[config.mk]
export PLATFORM = sky130hd
export DESIGN_NAME = proc_run_ctrl_flat
export DESIGN_NICKNAME = d
export VERILOG_FILES = /design/src/rtl/proc_run_ctrl_if.sv /design/src/rtl/proc_run_ctrl.sv /design/src/flat_wrapper.sv
export SDC_FILE = /design/constraint.sdc
export NUM_CORES = 1
export LEC_CHECK = 0
export CORE_MARGIN = 2
export CORE_UTILIZATION = 35
export DETAILED_ROUTE_END_ITERATION = 6
export PLACE_DENSITY = 0.78
export SYNTH_ARGS = -nofsm -noshare
export SYNTH_HDL_FRONTEND = slang
export SYNTH_SLANG_ARGS = --single-unit
[constraint.sdc]
create_clock -name clk -period 1.9 [get_ports clk]
set_input_delay 0.285 -clock clk [delete_from_list [all_inputs] [get_ports clk]]
set_output_delay 0.285 -clock clk [all_outputs]
set_load 0.02 [all_outputs]
[src/rtl/proc_run_ctrl_if.sv]
// Command, program-load and instruction-memory write signals between the pin
// interface and the run-control sequencer.
interface proc_run_ctrl_if #(
   parameter int unsigned INST_W = 8,
   parameter int unsigned PC_W   = 4
);
   logic              cmd_valid;
   logic [1:0]        cmd_op;
   logic              cmd_ready;
   logic              load_valid;
   logic [INST_W-1:0] load_data;
   logic              load_ready;
   logic              imem_we;
   logic [PC_W-1:0]   imem_waddr;
   logic [INST_W-1:0] imem_wdata;

   modport master (
      output cmd_valid, cmd_op, load_valid, load_data,
      input  cmd_ready, load_ready, imem_we, imem_waddr, imem_wdata
   );

   modport slave (
      input  cmd_valid, cmd_op, load_valid, load_data,
      output cmd_ready, load_ready, imem_we, imem_waddr, imem_wdata
   );
endinterface

[src/rtl/proc_run_ctrl.sv]
// Run-control and program-load sequencer for the 8-bit accumulator core:
// loads imem, gates core execution (run/step/halt/breakpoint) and clears the core.
module proc_run_ctrl #(
   parameter int unsigned IMEM_DEPTH = 16,
   parameter int unsigned INST_W     = 8,
   parameter int unsigned PC_W       = 4,
   parameter int unsigned CNT_W      = 8
) (
   input  logic             clk,
   input  logic             rst_n,
   proc_run_ctrl_if.slave   bus,
   input  logic [PC_W-1:0]  core_pc,
   input  logic             core_term,
   input  logic             bp_en,
   input  logic [PC_W-1:0]  bp_addr,
   output logic             core_en,
   output logic             core_clr,
   output logic [2:0]       state_out,
   output logic [CNT_W-1:0] cycle_cnt
);

   typedef enum logic [2:0] {
      S_IDLE   = 3'd0,
      S_LOAD   = 3'd1,
      S_CLEAR  = 3'd2,
      S_RUN    = 3'd3,
      S_STEP   = 3'd4,
      S_PAUSED = 3'd5,
      S_DONE   = 3'd6
   } state_t;

   localparam logic [1:0]      OP_LOAD  = 2'b00;
   localparam logic [1:0]      OP_RUN   = 2'b01;
   localparam logic [1:0]      OP_STEP  = 2'b10;
   localparam logic [1:0]      OP_HALT  = 2'b11;
   localparam logic [PC_W-1:0] LAST_ADR = PC_W'(IMEM_DEPTH - 1);

   state_t          state_q, state_d;
   state_t          tgt_q, tgt_d;
   logic            skip_q;
   logic            waddr_clr;
   logic [PC_W-1:0] waddr_q;
   logic            cmd_acc;
   logic            byte_acc;
   logic            bp_hit;

   assign cmd_acc   = bus.cmd_valid & bus.cmd_ready;
   assign byte_acc  = bus.load_valid & bus.load_ready;
   // resume_skip lets the first RUN cycle after a pause execute the breakpoint word
   assign bp_hit    = bp_en & (core_pc == bp_addr) & ~skip_q;
   assign state_out = state_q;

   // State register, post-clear target and breakpoint resume flag
   always_ff @(posedge clk or negedge rst_n) begin
      if (!rst_n) begin
         state_q <= S_IDLE;
         tgt_q   <= S_IDLE;
         skip_q  <= 1'b0;
      end else begin
         state_q <= state_d;
         tgt_q   <= tgt_d;
         skip_q  <= (state_q == S_PAUSED) && (state_d == S_RUN);
      end
   end

   // Next-state logic; accepted commands not listed for a state are dropped
   always_comb begin
      state_d   = state_q;
      tgt_d     = tgt_q;
      waddr_clr = 1'b0;
      case (state_q)
         S_IDLE: begin
            if (cmd_acc) begin
               case (bus.cmd_op)
                  OP_LOAD: begin
                     state_d   = S_LOAD;
                     waddr_clr = 1'b1;
                  end
                  OP_RUN: begin
                     state_d = S_CLEAR;
                     tgt_d   = S_RUN;
                  end
                  OP_STEP: state_d = S_STEP;
                  default: ;
               endcase
            end
         end
         S_LOAD: begin
            if (cmd_acc && (bus.cmd_op == OP_HALT)) begin
               state_d = S_IDLE;
            end else if (byte_acc && (waddr_q == LAST_ADR)) begin
               state_d = S_CLEAR;
               tgt_d   = S_IDLE;
            end
         end
         S_CLEAR: state_d = tgt_q;
         S_RUN: begin
            if (cmd_acc && (bus.cmd_op == OP_HALT)) begin
               state_d = S_CLEAR;
               tgt_d   = S_IDLE;
            end else if (bp_hit) begin
               state_d = S_PAUSED;
            end else if (core_term) begin
               state_d = S_DONE;
            end
         end
         S_STEP: state_d = core_term ? S_DONE : S_PAUSED;
         S_PAUSED: begin
            if (cmd_acc) begin
               case (bus.cmd_op)
                  OP_RUN:  state_d = S_RUN;
                  OP_STEP: state_d = S_STEP;
                  OP_HALT: begin
                     state_d = S_CLEAR;
                     tgt_d   = S_IDLE;
                  end
                  default: ;
               endcase
            end
         end
         S_DONE: begin
            if (cmd_acc) begin
               case (bus.cmd_op)
                  OP_RUN: begin
                     state_d = S_CLEAR;
                     tgt_d   = S_RUN;
                  end
                  OP_LOAD: begin
                     state_d   = S_LOAD;
                     waddr_clr = 1'b1;
                  end
                  OP_HALT: state_d = S_IDLE;
                  default: ;
               endcase
            end
         end
         default: state_d = S_IDLE;
      endcase
   end

   // State-decoded handshake and core control
   always_comb begin
      core_en        = 1'b0;
      core_clr       = 1'b0;
      bus.cmd_ready  = 1'b1;
      bus.load_ready = 1'b0;
      case (state_q)
         S_LOAD:  bus.load_ready = 1'b1;
         S_CLEAR: begin
            core_clr      = 1'b1;
            bus.cmd_ready = 1'b0;
         end
         S_RUN:   core_en = ~bp_hit;
         S_STEP:  core_en = 1'b1;
         default: ;
      endcase
   end

   // Imem write pipeline and saturating execution counter
   always_ff @(posedge clk or negedge rst_n) begin
      if (!rst_n) begin
         waddr_q        <= '0;
         bus.imem_we    <= 1'b0;
         bus.imem_waddr <= '0;
         bus.imem_wdata <= '0;
         cycle_cnt      <= '0;
      end else begin
         bus.imem_we <= byte_acc;
         if (byte_acc) begin
            bus.imem_waddr <= waddr_q;
            bus.imem_wdata <= INST_W'(bus.load_data);
         end
         if (waddr_clr) begin
            waddr_q <= '0;
         end else if (byte_acc) begin
            waddr_q <= waddr_q + PC_W'(1);
         end
         if (state_q == S_CLEAR) begin
            cycle_cnt <= '0;
         end else if (core_en && (cycle_cnt != {CNT_W{1'b1}})) begin
            cycle_cnt <= cycle_cnt + CNT_W'(1);
         end
      end
   end

endmodule

[src/flat_wrapper.sv]
// flat-port wrapper written by rule: the top's interface ports become plain ports
module proc_run_ctrl_flat 
#(
   parameter int unsigned IMEM_DEPTH = 16,
   parameter int unsigned INST_W     = 8,
   parameter int unsigned PC_W       = 4,
   parameter int unsigned CNT_W      = 8
)
  (clk, rst_n, core_pc, core_term, bp_en, bp_addr, core_en, core_clr, state_out, cycle_cnt, bus_cmd_valid, bus_cmd_op, bus_load_valid, bus_load_data, bus_cmd_ready, bus_load_ready, bus_imem_we, bus_imem_waddr, bus_imem_wdata);
  proc_run_ctrl_if #(.INST_W(INST_W), .PC_W(PC_W)) bus_i ();
  input  logic clk;
  input  logic rst_n;
  input  logic [PC_W-1:0] core_pc;
  input  logic core_term;
  input  logic bp_en;
  input  logic [PC_W-1:0] bp_addr;
  output logic core_en;
  output logic core_clr;
  output logic [2:0] state_out;
  output logic [CNT_W-1:0] cycle_cnt;
  input wire logic [$bits(bus_i.cmd_valid)-1:0] bus_cmd_valid;
  input wire logic [$bits(bus_i.cmd_op)-1:0] bus_cmd_op;
  input wire logic [$bits(bus_i.load_valid)-1:0] bus_load_valid;
  input wire logic [$bits(bus_i.load_data)-1:0] bus_load_data;
  output wire logic [$bits(bus_i.cmd_ready)-1:0] bus_cmd_ready;
  output wire logic [$bits(bus_i.load_ready)-1:0] bus_load_ready;
  output wire logic [$bits(bus_i.imem_we)-1:0] bus_imem_we;
  output wire logic [$bits(bus_i.imem_waddr)-1:0] bus_imem_waddr;
  output wire logic [$bits(bus_i.imem_wdata)-1:0] bus_imem_wdata;
  assign bus_i.cmd_valid = bus_cmd_valid;
  assign bus_i.cmd_op = bus_cmd_op;
  assign bus_i.load_valid = bus_load_valid;
  assign bus_i.load_data = bus_load_data;
  assign bus_cmd_ready = bus_i.cmd_ready;
  assign bus_load_ready = bus_i.load_ready;
  assign bus_imem_we = bus_i.imem_we;
  assign bus_imem_waddr = bus_i.imem_waddr;
  assign bus_imem_wdata = bus_i.imem_wdata;
  proc_run_ctrl #(.IMEM_DEPTH(IMEM_DEPTH), .INST_W(INST_W), .PC_W(PC_W), .CNT_W(CNT_W)) u_core (.clk(clk), .rst_n(rst_n), .bus(bus_i), .core_pc(core_pc), .core_term(core_term), .bp_en(bp_en), .bp_addr(bp_addr), .core_en(core_en), .core_clr(core_clr), .state_out(state_out), .cycle_cnt(cycle_cnt));
endmodule
# Word-level counts from Yosys, hierarchy flattened
# Cells that the tools add are included.
[totals]
register_bits = 32
latchBits = 0
ram_bits = 0
mem_bits_ro = 0
inputBits = 24
word_cells = 79
memories = 0
[classes]
addsub = 2
multipliers = 0
div = 0
order_cmp = 0
eq_ne = 20
shift = 0
muxes = 32
bitwise_logic = 6
n_reduce_logical = 11
[ops]
columns = ["op", "n"]
rows = [
  ["$mux 3", 15],
  ["$pmux 3 s3", 3],
  ["$pmux 3 s7", 1],
  ["$mux 8", 2],
  ["$pmux 3 s4", 1],
  ["$ne 2x1->1 const B", 5],
  ["$eq 3x2->1 const B", 3],
  ["$eq 3x3->1 const B", 3],
  ["$add 8x1->8 const B", 1],
  ["$mux 4", 2],
  ["$ne 8x8->1 const B", 1],
  ["$reduce_and 8->1", 1],
  ["$mux 1", 6],
  ["$add 4x1->4 const B", 1],
  ["$and 1x1->1", 4],
  ["$eq 2x2->1 const B", 2],
  ["$eq 4x4->1", 1],
  ["$eq 4x4->1 const B", 1],
  ["$logic_and 1x1->1", 4],
  ["$ne 2x2->1 const B", 2],
  ["$reduce_bool 2->1", 2],
  ["$reduce_bool 4->1", 1],
  ["$eq 3x1->1 const B", 1],
  ["$logic_not 3->1", 1],
  ["other kinds (6)", 7],
]

# Logic depth before layout (Yosys ltp)
# Gate-level depths: netlist of run 1.
[logic_depth]
depth_word = 9
mapped_depth = 7
depth_no_buf = 6

# Worst setup path after synthesis of run 1
# OpenSTA, ideal clock, no wires.
[synth_path]
path_type = "register -> register"
start = "register u_core.state_q[1] (netlist: u_core.state_out[1])"
end = "register u_core.bus.imem_waddr[3]"
arrival_ps = 1934
setup_slack_ps = -162
stages_incl_launch_ff = 7
n_path_buf = 3
period_less_slack_ps = 2062
cell_sequence = "dfrtp_1 -> buf_6 -> nor3b_2 -> and2_1 -> buf_2 -> buf_2 -> mux2_1"
[synth_via]
elab_chain_cells = 3
[synth_rtl]
columns = ["element", "line_no", "source"]
rows = [
  ["start: declaration", "proc_run_ctrl.sv:38", "state_t state_q, state_d;"],
  ["start signal: assignment", "proc_run_ctrl.sv:60", "state_q <= state_d;"],
  ["$eq 3x1->1", "proc_run_ctrl.sv:147", "case (state_q)"],
  ["$mux 1", "proc_run_ctrl.sv:147", ""],
  ["via bus_load_ready", "flat_wrapper.sv:26", "output wire logic [$bits(bus_i.load_ready)-1:0] bus_load_ready;"],
  ["$and 1x1->1", "proc_run_ctrl.sv:48", "assign byte_acc = bus.load_valid & bus.load_ready;"],
  ["via u_core.byte_acc", "proc_run_ctrl.sv:44", "logic byte_acc;"],
  ["end signal: assignment", "proc_run_ctrl.sv:170", "bus.imem_waddr <= waddr_q;"],
  ["end: declaration", "proc_run_ctrl_if.sv:24", "output cmd_ready, load_ready, imem_we, imem_waddr, imem_wdata"],
]
# The timed path passes the listed nets, and every way through them passes these cells.
# A chain may end at the register's enable or synchronous reset.

# Worst setup path in the final report of run 1
[layout_path]
start = "register u_core.state_q[0] (netlist: u_core.state_out[0])"
end = "output bus_cmd_ready"
[layout_via]
elab_chain_cells = 2
[layout_rtl]
columns = ["element", "line_no", "source"]
rows = [
  ["$eq 3x2->1", "proc_run_ctrl.sv:147", ""],
  ["$mux 1", "proc_run_ctrl.sv:147", ""],
  ["end: declaration", "flat_wrapper.sv:25", "output wire logic [$bits(bus_i.cmd_ready)-1:0] bus_cmd_ready;"],
]
# No other way between the ends.

==> results_dict.tcl, run 1 <==
set metrics [dict create \
    synth_ff_type "dfrtp_1" \
    die_y_um 71.81 \
    seq_area_frac_synth 0.4666 \
    final_util 0.5699 \
    instances_no_fill 288 \
    detail-route-antenna-nets 0 \
    yosysTopAreaCellShare 0.4666 \
    synth_edf_count 0 \
    dieArea_um2 5156 \
    die_w_um 71.81 \
    final.fill_count 380 \
    vias 1464 \
    status "completed" \
    yosys.area_share.simple 0.1991 \
    hpwl_um 2946 \
    max_freq_mhz 540.5 \
    reg2reg_setup_slack_ps 60 \
    start_util 0.3670 \
    hold_ws_ps 392.5 \
    grt_pass1_wl_um 6706 \
    areaGrowthSynthToFinish_pct 55.29 \
    cts-buffers-inserted 5 \
    dp_cells 278 \
    final-setup-viol-count 0 \
    finalCritPeriodShare 0.9738 \
    final.min_clock_period_ps 1850 \
    muxShareOfSynthArea 0.1089 \
    worstSetupPathType "flop to primary output" \
    crit_fanout 6 \
    ys_types 42 \
    avgSynthCellArea_um2 9.994 \
    clk_pin_slew_ps 70 \
    cp_data_arrival_time_ps 1570 \
    yosysWarnings 0 \
    drt_iter0_markers 52 \
    clock_latency_ps 280 \
    drv_slew 0 \
    required_ps 1620 \
    synthCells 161 \
    place.gp.congestion 0.8641 \
    viasPerCell 5.083 \
    vdd_drop_max_mv 0.4370 \
    syn_area_um2 1609 \
    relSlewSlack 0.7509 \
    async_flop_share 1.000 \
    skew_ps 4.111 \
    leakage_uw 0.001087 \
    synth_nets 187 \
    port_buffers 51 \
    cap_viol_max_count 0 \
    final_cell_mix "clkdlybuf4s50_1 (47), dfrtp_1 (29), buf_4 (24)" \
    grt_max_degree 31 \
    drt_wl_total_um 3976 \
    clock_sink_count 30 \
    worstReg2RegEnd "u_core.cycle_cnt[7]$_DFFE_PN0P_" \
    drive_above_1_share 0.1864 \
    ios 52 \
    synth_fa_ha_area_frac 0.01555 \
    drcViolationCount 0 \
    ys_seq_elements 30 \
    synth_compound_area_frac 0.1182 \
    core.rowCount 24 \
    htreeDepth 2 \
    synth_top_family_by_area "simple AND/OR/NAND/NOR gates" \
    worst_pin_slew_ps 373.6 \
    grt-ovfl-total 0 \
    end_kind "primary output" \
    grt_usage 0.1660 \
    coreArea_um2 4384 \
    cts_tree "done" \
    p_per_area_nw_per_um2 1428 \
    pre_cts_slack_ps -157.7 \
    clockBufferDepth 2 \
    root_buffer "clkbuf_8" \
    ff2ff_path_depth 5 \
    synth_xor_area_frac 0.04899 \
    fin_ws_ps 49.77 \
    hold_viol 0 \
    drt_pre_antenna_iters 4 \
    yosys-top-cells-area "dfrtp_1 (47%), mux2_1 (8.4%), nand2_1 (3.5%), xnor2_1 (2.7%), nor2_1 (2.6%)" \
    fin_nets 261 \
    hold_path.class "input pin to async pin" \
    wl_per_cell_um 13.81 \
    total_power_uw 3569 \
    layout_commonest_cell "clkdlybuf4s50_1" \
    cp-start-kind "flop" \
    antenna_cells 0 \
    r2r-start "u_core.state_out[2]$_DFF_PN0_" \
    antenna_found_initial 0 \
    yosys.area.top_type "dfrtp_1" \
    grt_pass1_vias 1490 \
    rsz0062_at_grt "yes" \
]
## sequential cells by signal, summed over array words and instances (netlist names)
signal                 count
u_core.bus.imem_we         1
u_core.bus.imem_waddr      4
u_core.skip_q              1
u_core.tgt_q               1
u_core.bus.imem_wdata      8
u_core.waddr_q             4
u_core.cycle_cnt           8
u_core.state_out           3
## what timing repair did
action	CTS	global route
gates resized for setup	5	5
hold buffers	0	0
endpoints found under the setup margin	5	5
pin swaps	0	3
buffers inserted	0	2
## cell type report
type	count	area, um2	area share
timing repair buffer	76	696.9	0.2789
clock inverter	2	60.06	0.02404
sequential	30	752.0	0.3010
clock buffer	6	82.58	0.03305
inverter	6	22.52	0.009014
multi-input combinational	116	819.5	0.3280
tap	52	65.06	0.02604
## power breakdown
group / total, uW / internal (uW) / switching (uW)
Clock: 801 / 559 / 242
Sequential: 1000 / 858 / 142
Combinational: 1770 / 868 / 899
Total: 3570 / 2290 / 1280
## routing by layer
layer,part of all wire,global-route usage,vias to the layer above
li1,-,-,724
met2,0.51,0.2829,35
met5,0,0,-
met4,0.015,0.06918,0
met1,0.43,0.2018,701
met3,0.049,0.03797,4
## critical path, stage by stage, from the launching register on
cell and delay [ps]:
dfrtp_1 380, buf_4 160, inv_2 50, and3_1 260, inv_2 100, dlygate4sd2_1 330
## cell usage after synthesis (2+ instances only)
cell / count
inv_2: 3
nor2_1: 11
buf_2: 4
o21ai_1: 3
or3_1: 2
or4_1: 2
ha_1: 2
nand2_1: 15
nand4_1: 3
a21oi_1: 6
a31oi_1: 3
inv_1: 3
xor2_1: 4
and2_1: 3
clkbuf_1: 4
nand3_1: 8
o31ai_1: 5
dfrtp_1: 30
mux2_1: 12
xnor2_1: 5
o211ai_1: 3
nor2b_1: 2
mux2i_1: 4
and3_1: 3
nor3_1: 4
## stage by stage
stage / area [um2] / TNS [ps]
floorplan: 1624 / 0
CTS: 2462 / 0
finish: 2499 / 0
global route: 2499 / -32.12
global placement: 2323 / -142.6
detailed placement: 2323 / -167.5
## worst max-delay path by stage
| stage | start | to | cells after the start |
|---|---|---|---|
| 6_report | u_core.state_out[0]$_DFF_PN0_ | bus_cmd_ready | 5 |
| 5_1_grt | u_core.cycle_cnt[0]$_DFFE_PN0P_ | u_core.cycle_cnt[7]$_DFFE_PN0P_ | 6 |
| 2_1_floorplan | u_core.state_out[1]$_DFF_PN0_ | u_core.state_out[0]$_DFF_PN0_ | 7 |
| 3_5_place_dp | core_pc[2] | core_en | 6 |
| 3_3_place_gp | bp_addr[1] | core_en | 6 |
| 4_1_cts | bp_addr[1] | core_en | 6 |
## cell families after synthesis
family          after synthesis
mux                          16
buf+inv                      15
fa+ha+maj                     2
compound gates               28
flops                        30
simple gates                 61
xor+xnor                      9
Note: power is estimated with default switching activity, not from simulation.
==> run 2: changes to the inputs <==
--- a/config.mk
+++ b/config.mk
@@ -9,6 +9,7 @@
 export CORE_UTILIZATION = 35
 export DETAILED_ROUTE_END_ITERATION = 6
 export PLACE_DENSITY = 0.78
+export RECOVER_POWER = 100
 export SYNTH_ARGS = -nofsm -noshare
 export SYNTH_HDL_FRONTEND = slang
 export SYNTH_SLANG_ARGS = --single-unit
==> results_dict.tcl, run 2 (same netlist as run 1, synthesis figures left out) <==
set metrics [dict create \
    final-setup-viol-count 0 \
    relSlewSlack 0.5139 \
    place.gp.congestion 0.8641 \
    die_w_um 71.81 \
    rsz0062_at_grt "yes" \
    critical_path.slowest_cell "clkdlybuf4s50_1" \
    p_sw_frac 0.3635 \
    coreArea_um2 4384 \
    p_int_uw 2236 \
    end_kind "primary output" \
    clock_sink_count 30 \
    finalCritPeriodShare 0.9735 \
    path_delay_family "buffers and inverters" \
    required_ps 1620 \
    instances_no_fill 288 \
    viasPerCell 5.101 \
    grt_usage 0.1660 \
    drive_above_1_share 0.1864 \
    clk_pin_slew_ps 60 \
    final_util 0.5693 \
    grt-ovfl-total 0 \
    pre_cts_slack_ps -157.7 \
    wl_per_cell_um 13.77 \
    cp_data_arrival_time_ps 1560 \
    root_buffer "clkbuf_8" \
    start_util 0.3670 \
    crit_path_cell_trace "clkdlybuf4s50_1, xnor2_2, nand2_1, nor2_2, o21ai_1, dlygate4sd2_1" \
    drcViolationCount 0 \
    hpwl_um 2946 \
    reg2reg_setup_slack_ps 60 \
    final.fill_count 381 \
    drv_slew 0 \
    drt_wl_total_um 3967 \
    setup_tns_ps 0 \
    vias 1469 \
    grt_max_degree 31 \
    fin_ws_ps 50.43 \
    dieArea_um2 5156 \
    die_y_um 71.81 \
    antenna_found_initial 0 \
    htreeDepth 2 \
    antenna_cells 0 \
    vdd_drop_max_mv 0.4370 \
    cts_tree "done" \
    ios 52 \
    clock_latency_ps 280 \
    drt_pre_antenna_iters 4 \
    worst_pin_slew_ps 729.2 \
    p_per_area_nw_per_um2 1408 \
    grt_pass1_vias 1490 \
    hold_viol 0 \
    core.rowCount 24 \
    switching_power_uw 1277 \
    skew_ps 4.100 \
    cap_viol_max_count 0 \
    port_buffers 51 \
    final.min_clock_period_ps 1850 \
    worstSetupPathType "input pin to primary output" \
    detail-route-antenna-nets 0 \
    dp_cells 278 \
    cp-start-kind "input pin" \
    max_freq_mhz 540.7 \
    leakage_uw 0.001124 \
    areaGrowthSynthToFinish_pct 55.13 \
    status "completed" \
    clock_power_share 0.228 \
    drt_iter0_markers 60 \
    top_regs "u_core.bus.imem_wdata x8, u_core.cycle_cnt x8" \
    clockBufferDepth 2 \
    slowest_delay_ps 500 \
    combPwrFrac 0.489 \
    crit_fanout 2 \
    final_cell_mix "dfrtp_1 (29), clkdlybuf4s50_1 (27), buf_4 (23)" \
    grt_pass1_wl_um 6706 \
    cts-buffers-inserted 5 \
    cp_num_buf_inv 2 \
    layout_commonest_cell "dfrtp_1" \
    seqPwrFrac 0.283 \
    fin_nets 261 \
    hold_path.class "flop to flop" \
]
run 2: changes by cell type in the layout (fill, tap and decap cells not counted):
cell / before / now
buf_4: 24 / 23
clkbuf_2: 0 / 1
clkdlybuf4s50_1: 47 / 27
dlygate4sd3_1: 0 / 20
run 2: worst paths after layout:
kind	startpoint	to	cells after the start
min in group asynchronous	rst_n	u_core.bus.imem_wdata[3]$_DFFE_PN0P_	2
min	u_core.bus.imem_wdata[4]$_DFFE_PN0P_	u_core.bus.imem_wdata[4]$_DFFE_PN0P_	1
max in group asynchronous	rst_n	u_core.state_out[2]$_DFF_PN0_	2
max	bp_addr[1]	core_en	6
max reg2reg	u_core.state_out[2]$_DFF_PN0_	u_core.cycle_cnt[7]$_DFFE_PN0P_	5
min reg2reg	u_core.bus.imem_wdata[4]$_DFFE_PN0P_	u_core.bus.imem_wdata[4]$_DFFE_PN0P_	1
run 2: repair_timing:
| action | 4_1_cts | 5_1_grt |
|---|---|---|
| gates resized for setup | 5 | 5 |
| setup buffers | 0 | 2 |
| pin swaps | 0 | 3 |
| setup endpoints to repair | 5 | 5 |
| hold buffers | 0 | 0 |
run 2: power by group through the flow:
stage	sequential, uW	combinational, uW	clock (uW)
after floorplan	1220	735	0
after global placement	993	1710	0
after detailed placement	1010	1750	0
after CTS	999	1740	820
after global routing	1030	1860	850
final	994	1720	801
run 2: cell type report:
cell class	instances	area, um2	area share
well taps	52	65.06	0.02607
clock buffers	6	82.58	0.03308
clock inverters	2	60.06	0.02406
repair buffers	76	694.4	0.2782
flip-flops and latches	30	752.0	0.3013
inverters	6	22.52	0.009023
multi-input cells	116	819.5	0.3283
run 2: stage by stage:
| stage | cell area (um2) | hold slack, ps | power (uW) |
|---|---|---|---|
| finish | 2496 | 477.7 | 3514 |
| global route | 2496 | 494.0 | 3738 |
| CTS | 2462 | 402.0 | 3555 |
| detailed placement | 2323 | 474.6 | 2761 |
| global placement | 2323 | 465.9 | 2705 |
| floorplan | 1624 | -10.59 | 1960 |
run 2: layer usage:
| metal | vias up | wire length, um | track usage |
|---|---|---|---|
| met1 | 703 | 1704 | 0.2018 |
| li1 | 725 | - | - |
| met3 | 4 | 197 | 0.03797 |
| met5 | - | 0 | 0 |
| met4 | 0 | 58 | 0.06918 |
| met2 | 37 | 2006 | 0.2829 |
==> run 3: changes to the inputs <==
--- a/config.mk
+++ b/config.mk
@@ -5,11 +5,13 @@
 export SDC_FILE = /design/constraint.sdc
 export NUM_CORES = 1
 export LEC_CHECK = 0
+export CAP_MARGIN = 10
 export CORE_MARGIN = 2
 export CORE_UTILIZATION = 35
 export DETAILED_ROUTE_END_ITERATION = 6
 export PLACE_DENSITY = 0.78
 export RECOVER_POWER = 100
+export SLEW_MARGIN = 20
 export SYNTH_ARGS = -nofsm -noshare
 export SYNTH_HDL_FRONTEND = slang
 export SYNTH_SLANG_ARGS = --single-unit
==> results of run 3 <==
Same layout as run 2: the final DEF is identical, and so are final timing and power.
